`src/rtl/icache_data_array.sv`:
```
// L1 I-cache storage: 2-way set-associative tag/valid/data array with per-set LRU.
// Optional ICACHE_FLUSH_EN adds a flush input that invalidates the whole array.
module icache_data_array #(
  parameter int ISET_INDEX_SIZE      = 4,
  parameter int ITAG_SIZE            = 24,
  parameter int IMEM_BLOCK_ADDR_SIZE = ITAG_SIZE + ISET_INDEX_SIZE,
  parameter int IBLOCK_SIZE_BITS     = 128
) (
  input  logic                            clk,
  input  logic                            rst,
`ifdef ICACHE_FLUSH_EN
  input  logic                            flush,
`endif
  input  logic                            ren,
  input  logic                            memWen,
  input  logic [IMEM_BLOCK_ADDR_SIZE-1:0] blockAddr,
  input  logic [IBLOCK_SIZE_BITS-1:0]     dataIn,
  output logic                            hit,
  output logic [IBLOCK_SIZE_BITS-1:0]     dataOut
);

  localparam int NSETS = 1 << ISET_INDEX_SIZE;

  logic [ITAG_SIZE-1:0]        tag0  [NSETS];
  logic [ITAG_SIZE-1:0]        tag1  [NSETS];
  logic [IBLOCK_SIZE_BITS-1:0] data0 [NSETS];
  logic [IBLOCK_SIZE_BITS-1:0] data1 [NSETS];
  logic [NSETS-1:0]            valid0;
  logic [NSETS-1:0]            valid1;
  logic [NSETS-1:0]            lru;

  logic [ISET_INDEX_SIZE-1:0] idx;
  logic [ITAG_SIZE-1:0]       atag;
  logic                       match0;
  logic                       match1;
  logic                       do_flush;
  logic                       wr;
  logic                       way;

  assign idx  = blockAddr[ISET_INDEX_SIZE-1:0];
  assign atag = blockAddr[IMEM_BLOCK_ADDR_SIZE-1 -: ITAG_SIZE];

`ifdef ICACHE_FLUSH_EN
  assign do_flush = flush;
`else
  assign do_flush = 1'b0;
`endif

  assign match0 = valid0[idx] && (tag0[idx] == atag);
  assign match1 = valid1[idx] && (tag1[idx] == atag);
  assign wr     = memWen && !do_flush;

  // A refill in the same cycle suppresses the read entirely.
  assign hit = ren && !memWen && !do_flush && (match0 || match1);

  always_comb begin
    dataOut = '0;
    if (hit) dataOut = match0 ? data0[idx] : data1[idx];
  end

  // Victim: matching way, then first invalid way, then LRU.
  always_comb begin
    way = lru[idx];
    if (match0)            way = 1'b0;
    else if (match1)       way = 1'b1;
    else if (!valid0[idx]) way = 1'b0;
    else if (!valid1[idx]) way = 1'b1;
  end

  always_ff @(posedge clk or negedge rst) begin
    if (!rst) begin
      valid0 <= '0;
      valid1 <= '0;
      lru    <= '0;
    end else if (do_flush) begin
      valid0 <= '0;
      valid1 <= '0;
      lru    <= '0;
    end else if (wr) begin
      if (way) valid1[idx] <= 1'b1;
      else     valid0[idx] <= 1'b1;
      lru[idx] <= ~way;
    end else if (hit) begin
      lru[idx] <= match0;
    end
  end

  // Tag/data need no reset: they are only observed behind a valid bit.
  always_ff @(posedge clk) begin
    if (wr) begin
      if (way) begin
        tag1[idx]  <= atag;
        data1[idx] <= dataIn;
      end else begin
        tag0[idx]  <= atag;
        data0[idx] <= dataIn;
      end
    end
  end

endmodule

```
`config.mk`:
```
export PLATFORM = sky130hd
export DESIGN_NAME = icache_data_array
export DESIGN_NICKNAME = d
export VERILOG_FILES = /design/src/rtl/icache_data_array.sv
export SDC_FILE = /design/constraint.sdc
export NUM_CORES = 2
export LEC_CHECK = 0
export ABC_CLOCK_PERIOD_IN_PS = 25500
export CAP_MARGIN = 20
export CORE_MARGIN = 3
export CORE_UTILIZATION = 36
export DETAILED_ROUTE_END_ITERATION = 10
export GPL_TIMING_DRIVEN = 0
export MAX_ROUTING_LAYER = met4
export PLACE_DENSITY_LB_ADDON = 0.15
export SKIP_CTS_REPAIR_TIMING = 1
export SLEW_MARGIN = 15
export SYNTH_ARGS = -nofsm -noshare
export SYNTH_HDL_FRONTEND = slang
export SYNTH_MEMORY_MAX_BITS = 65536
export SYNTH_SLANG_ARGS = --single-unit
export TNS_END_PERCENT = 30
```
`constraint.sdc`:
```
create_clock -name clk -period 25.5 [get_ports clk]
set_clock_uncertainty 0.15 [all_clocks]
set_input_delay 2.55 -clock clk [delete_from_list [all_inputs] [get_ports clk]]
set_output_delay 2.55 -clock clk [all_outputs]
set_load 0.02 [all_outputs]
```
Yosys cells after proc, flatten, opt, wreduce, memory -nomap -nowiden --
Memories as Yosys holds them, arrays and structs flattened. Cells that the tools add are included.
Cells by class: magnitude comparators 2, bitwise operators 3, eq/ne operators 2, multiplexer cells 24, reductions and logical operators 10
Operators by type and width (number):
- $mux 128 | 2
- $eq 24x24->1 | 2
- $bwmux 16 | 2
- $mux 16 | 2
- $or 16x16->16 | 2
- $mux 1 | 14
- $bmux 1 s4 | 3
- $logic_and 1x1->1 | 5
- $lt 4x5->1 const B | 1
- $demux 1 s4 | 1
- $ge 4x1->1 const B | 1
- $reduce_and 2->1 | 2
- $reduce_bool 2->1 | 1
- $logic_not 1->1 | 1
- $logic_or 1x1->1 | 1
- $not 1->1 | 1
Word-level totals: bits of input ports 160, bits in registers 48, output and inout bits 129, word-level logic and storage cells 48, memory bits (writable) 4864, memories kept 4
Memories:
- data0 | words 16, bits a word 128, read ports 1, clocked after Yosys merged registers in 0, wr ports 1, RTL line 26 | logic [IBLOCK_SIZE_BITS-1:0] data0 [NSETS];
- data1 | words 16, bits a word 128, read ports 1, clocked after Yosys merged registers in 0, wr ports 1, RTL line 27 | logic [IBLOCK_SIZE_BITS-1:0] data1 [NSETS];
- tag0 | words 16, bits a word 24, read ports 1, clocked after Yosys merged registers in 0, wr ports 1, RTL line 24 | logic [ITAG_SIZE-1:0] tag0 [NSETS];
- tag1 | words 16, bits a word 24, read ports 1, clocked after Yosys merged registers in 0, wr ports 1, RTL line 25 | logic [ITAG_SIZE-1:0] tag1 [NSETS];

Logic depth before layout (Yosys ltp) --
depth after elaboration 9, mapped depth 17, mapped depth without buffers 9

Least setup slack after synthesis --
OpenSTA, ideal clock, no wires.
kind input to register, start in blockAddr[1], end mem data1[12][0] (enable), library setup time 0.849 ns, buffers on the path 4, slack 9.036 ns, stages 12, data required time 24.501 ns, arrival time 15.465 ns, path through buf_2 -> buf_6 -> clkbuf_1 -> mux4_2 -> mux4_2 -> xnor2_1 -> nand3b_1 -> nor4_1 -> and3_1 -> o21ai_1 -> buf_2 -> nor3_1
Between the ends: cells in the longest elaborated chain, start to end 9, elaborated cells on any way between the ends 19, those cells by class eq/ne: 2; mux: 13; reduce/logical: 2; memory: 2
RTL lines:
- from (decl) | RTL line 16 | input logic [IMEM_BLOCK_ADDR_SIZE-1:0] blockAddr,
- branches (longest 9 deep; another with $mem_v2 16x24)
- to (decl) | RTL line 27
Several ways; the timed one is not identified. The select of a mux whose other input is x is not followed.

Final worst setup path --
start in blockAddr[2], end out dataOut[67]
Between the ends: cells in the longest elaborated chain, start to end 6, elaborated cells on any way between the ends 16, those cells by class eq/ne: 2; mux: 6; reduce/logical: 4; memory: 4
RTL lines:
- $mem_v2 16x24 (tied with other cells)
- $eq 24x24->1 (tied with other cells) | RTL line 49 | assign match0 = valid0[idx] && (tag0[idx] == atag);
- $logic_and 1x1->1 (on tied branches) | RTL line 49, 50
- $logic_or 1x1->1 | RTL line 54 | assign hit = ren && !memWen && !do_flush && (match0 || match1);
- $logic_and 1x1->1 | RTL line 54
- $mux 128 (*) | RTL line 58 | if (hit) dataOut = match0 ? data0[idx] : data1[idx];
- to (decl) | RTL line 19 | output logic [IBLOCK_SIZE_BITS-1:0] dataOut
Mark *: on every way between the ends. The rest lies on a longest branch, timed or not. The select of a mux whose other input is x is not followed.

==> metrics.md <==
| Metric | Value |
|---|---|
| First-pass GRT wire length | `around 790 mm` |
| CTS tree | `built` |
| Pleak | `between 70 and 80 nW` |
| MaxCap Viol Count | `0` |
| Hold Path Class | `register to register` |
| H-tree Lvls | `6` |
| F_max | `0.0824 GHz` |
| Cell Chain, Critical Path | `buf_2 > buf_2 > buf_2 > buf_2 > mux2i_1 > a32oi_1 > nand4_1 > nor4_1 > and4bb_1 > and2_1 > buf_4 > buf_4 > buf_2 > nand2_1 > a21oi_1 > clkdlybuf4s50_1` |
| Post-DP HPWL | `just over 400 mm` |
| Peak per-stage delay on the critical path | `between 0.7 and 0.8 ns` |
| Die width | `between 700 and 800 um` |
| Crit. End Element | `output port` |
| Slew margin rel. | `20.2%` |
| Synth area leader | `edfxtp_1` |
| CP Launch Type | `input port` |
| IO buf count | `284` |
| Post-synth EDFFs | `around 4,900` |
| Pwr dens | `77.2 mW/mm^2` |
| Vias in the first global route | `95,800` |
| I/O Pins | `289` |
| Post-Place Cell Area | `roughly 0.21 mm^2` |
| Largest net degree at the start of global routing | `39` |
| Num CTS Buffers | `between 500 and 600` |
| CORE AREA | `0.521 mm^2` |
| Crit path max-delay family | `buffers and inverters` |
| Fillers | `between 40,000 and 50,000` |
| # setup viols final | `0` |
| DRC | `0` |
| Clock sink count | `slightly below 5,000` |
| Fin. Hold Viols | `0` |
| Total congestion overflow | `0` |
| Placer Congestion | `~0.79` |
| Die height | `roughly 730 um` |
| Root Driver | `clkbuf_16` |
| Starting Density | `approximately 36%` |
| Post-DRT Antenna Nets | `0` |
| Yosys top cell area share | `~77%` |
| Final critical-path required period | `~12 ns` |
| Post-synth design cell area | `about 0.19 mm^2` |
| Critical-path maximum fanout | `11` |
| Setup total negative slack | `0 ns` |
| Die ar. | `approximately 0.53 mm^2` |
| Mapped Cells | `7,771` |
| Fraction of layout cells with a size suffix above 1 | `around 37%` |
| Cell at the slowest stage of the critical path | `clkdlybuf4s50_1` |
| Final Max Tran Viols | `0` |
| Critical path type | `input port to output port` |
| WL/cell | `around 34 um` |
| Async SR Flop Fraction | `0.977%` |
| Final core occ | `between 40% and 50%` |
| Seq/Total Area, Yosys | `between 70% and 80%` |
| Arrival @ worst endpoint | `about 9.4 ns` |
| Ranking of synthesized cells by area | `edfxtp_1 (77%), mux4_2 (17%), mux2i_1 (0.71%)` |
| Synth warn | `0` |
| Most common cell in the netlist | `edfxtp_1` |
| Tightest Pin Transition | `about 1.2 ns` |
| Worst-Skew Late Latency | `about 1.0 ns` |
| Vias | `~94,000` |
| Worst vdd ir | `about 0.067 mV` |
| CP Data Required Time | `22.80 ns` |
| Unique masters post-synth | `70` |
| Area grow syn2layout | `20.0%` |
| Ys flop type | `edfxtp_1` |
| CP bufs+invs | `8` |
| Design area | `0.226 mm^2` |
| Nets | `~9,800` |
| Syn avg cell area | `24.3 um^2` |
| RSZ-0062 raised after global routing | `no` |
| Status | `finished, final reports clean` |
| Period utilisation layout | `between 40% and 50%` |
| Initial antenna violation count | `between 80 and 90` |
| Register bit total from synthesis | `around 4,900` |
| DR iter-0 viols | `10,600` |
| CP most frequent cell | `buf_2` |
| Top cells by count, synth | `edfxtp_1 (4,864), mux4_2 (1,452), nand2_1 (282)` |
| CTS Buffer Depth | `4` |
| Via density | `approximately 5.5` |
| Clock transition at the registers of the reported paths | `around 0.050 ns` |
| Row count | `265` |
| Hold slack | `approximately 0.31 ns` |
| Net Count, Synth | `7,931` |
| GR Util All Layers | `approximately 22%` |
| DRT Wirelength | `about 580 mm` |
| First drt pass iteration count | `6` |
## registers in the layout, indices dropped and copies added (netlist names)
register and flops:
data0 2048, data1 2048, tag0 384, tag1 384, lru 16, valid0 16, valid1 16
## metrics by stage
stage | cells | power [mW] | setup WS (ns)
after global placement | 15000 | 10.2 | -14.42
after floorplan | 7771 | 9.74 | 9.04
after global routing | 17000 | 18.0 | 13.28
after detailed placement | 16000 | 10.2 | 13.32
final | 17000 | 17.5 | 13.36
after CTS | 16900 | 17.6 | 13.31
## worst register-to-register path: stages (launching register included)
cell       delay, ns
edfxtp_1        0.37
mux4_2          0.48
mux4_2          0.48
xnor2_1         0.32
nand4_1         0.44
a2111oi_2       0.95
and3_1          0.33
o21ai_1         0.22
buf_2           0.29
nor3_2          0.56
buf_4           0.30
buf_6           0.17
buf_4           0.20
buf_6           0.18
buf_4           0.22
buf_4           0.22
buf_4           0.23
buf_4           0.21
buf_6           0.18
buf_4           0.25
## worst paths after layout
path	from	endpoint	slack, ns	cells past startpoint
worst max-delay path	blockAddr[2]	dataOut[67]	13.36	16
worst min-delay path	valid1[0]$_DFFE_PN0P_	valid1[0]$_DFFE_PN0P_	0.31	1
worst max register to register	tag1[3][14]$_DFFE_PP_	data1[6][44]$_DFFE_PP_	18.43	19
worst min register to register	valid1[0]$_DFFE_PN0P_	valid1[0]$_DFFE_PN0P_	0.31	1
max in group asynchronous	rst	lru[12]$_DFFE_PN0P_	23.31	2
min in group asynchronous	rst	valid1[12]$_DFFE_PN0P_	1.35	1
## cell type report
cell class / count / area (um^2) / area share [%]
Sequential cell: 4912 / 147000 / 65.1
Multi-Input combinational cell: 2400 / 39200 / 17.3
Clock buffer: 696 / 14400 / 6.38
Timing Repair Buffer: 1318 / 12100 / 5.34
Tap cell: 6942 / 8690 / 3.84
Clock inverter: 248 / 2180 / 0.966
Buffer: 427 / 2150 / 0.952
Inverter: 32 / 120 / 0.0531
Antenna cell: 46 / 115 / 0.0509
## report_power, final
group	internal [mW]	switching (mW)
Sequential	9.00	0.0294
Clock	4.27	3.15
Combinational	0.401	0.603
Total	13.7	3.79
## placed cells by master, fill, tap and decap left out, types with 19 or more instances in the layout
master	instances
edfxtp_1	4864
mux4_2	1452
buf_4	703
clkbuf_16	554
clkbuf_1	306
buf_6	298
nand2_1	282
clkdlybuf4s50_1	233
buf_2	218
mux2i_1	134
clkinv_1	99
a21oi_2	98
clkinv_2	72
buf_8	63
dfrtp_1	48
diode_2	46
a21oi_1	42
nor2_1	38
a22oi_1	38
xnor2_1	38
o211ai_1	33
nor3_2	32
inv_1	30
clkbuf_2	29
bufinv_16	27
o21ai_0	24
inv_6	19
## cell families after synthesis
family / after synthesis / share of synthesized area, %
buffers and inverters: 459 / 1.16
AOI/OAI and AO/OA: 336 / 1.40
muxes: 1594 / 18.1
and+or+nand+nor: 418 / 0.947
DFF: 4912 / 78.1
xor gates and xnor gates: 52 / 0.242
## per-layer routing
metal / routed length [um] / track usage [%] / share of wire (%) / vias up
met4: 13900 / 5.11 / 2.4 / 0
met5: 0 / - / 0 / -
met1: 239000 / 29.4 / 41 / 52000
met2: 288000 / 36.1 / 50 / 3607
met3: 35400 / 3.00 / 6.1 / 735
li1: - / - / - / 37400
Power figures use the tool's default switching activity.
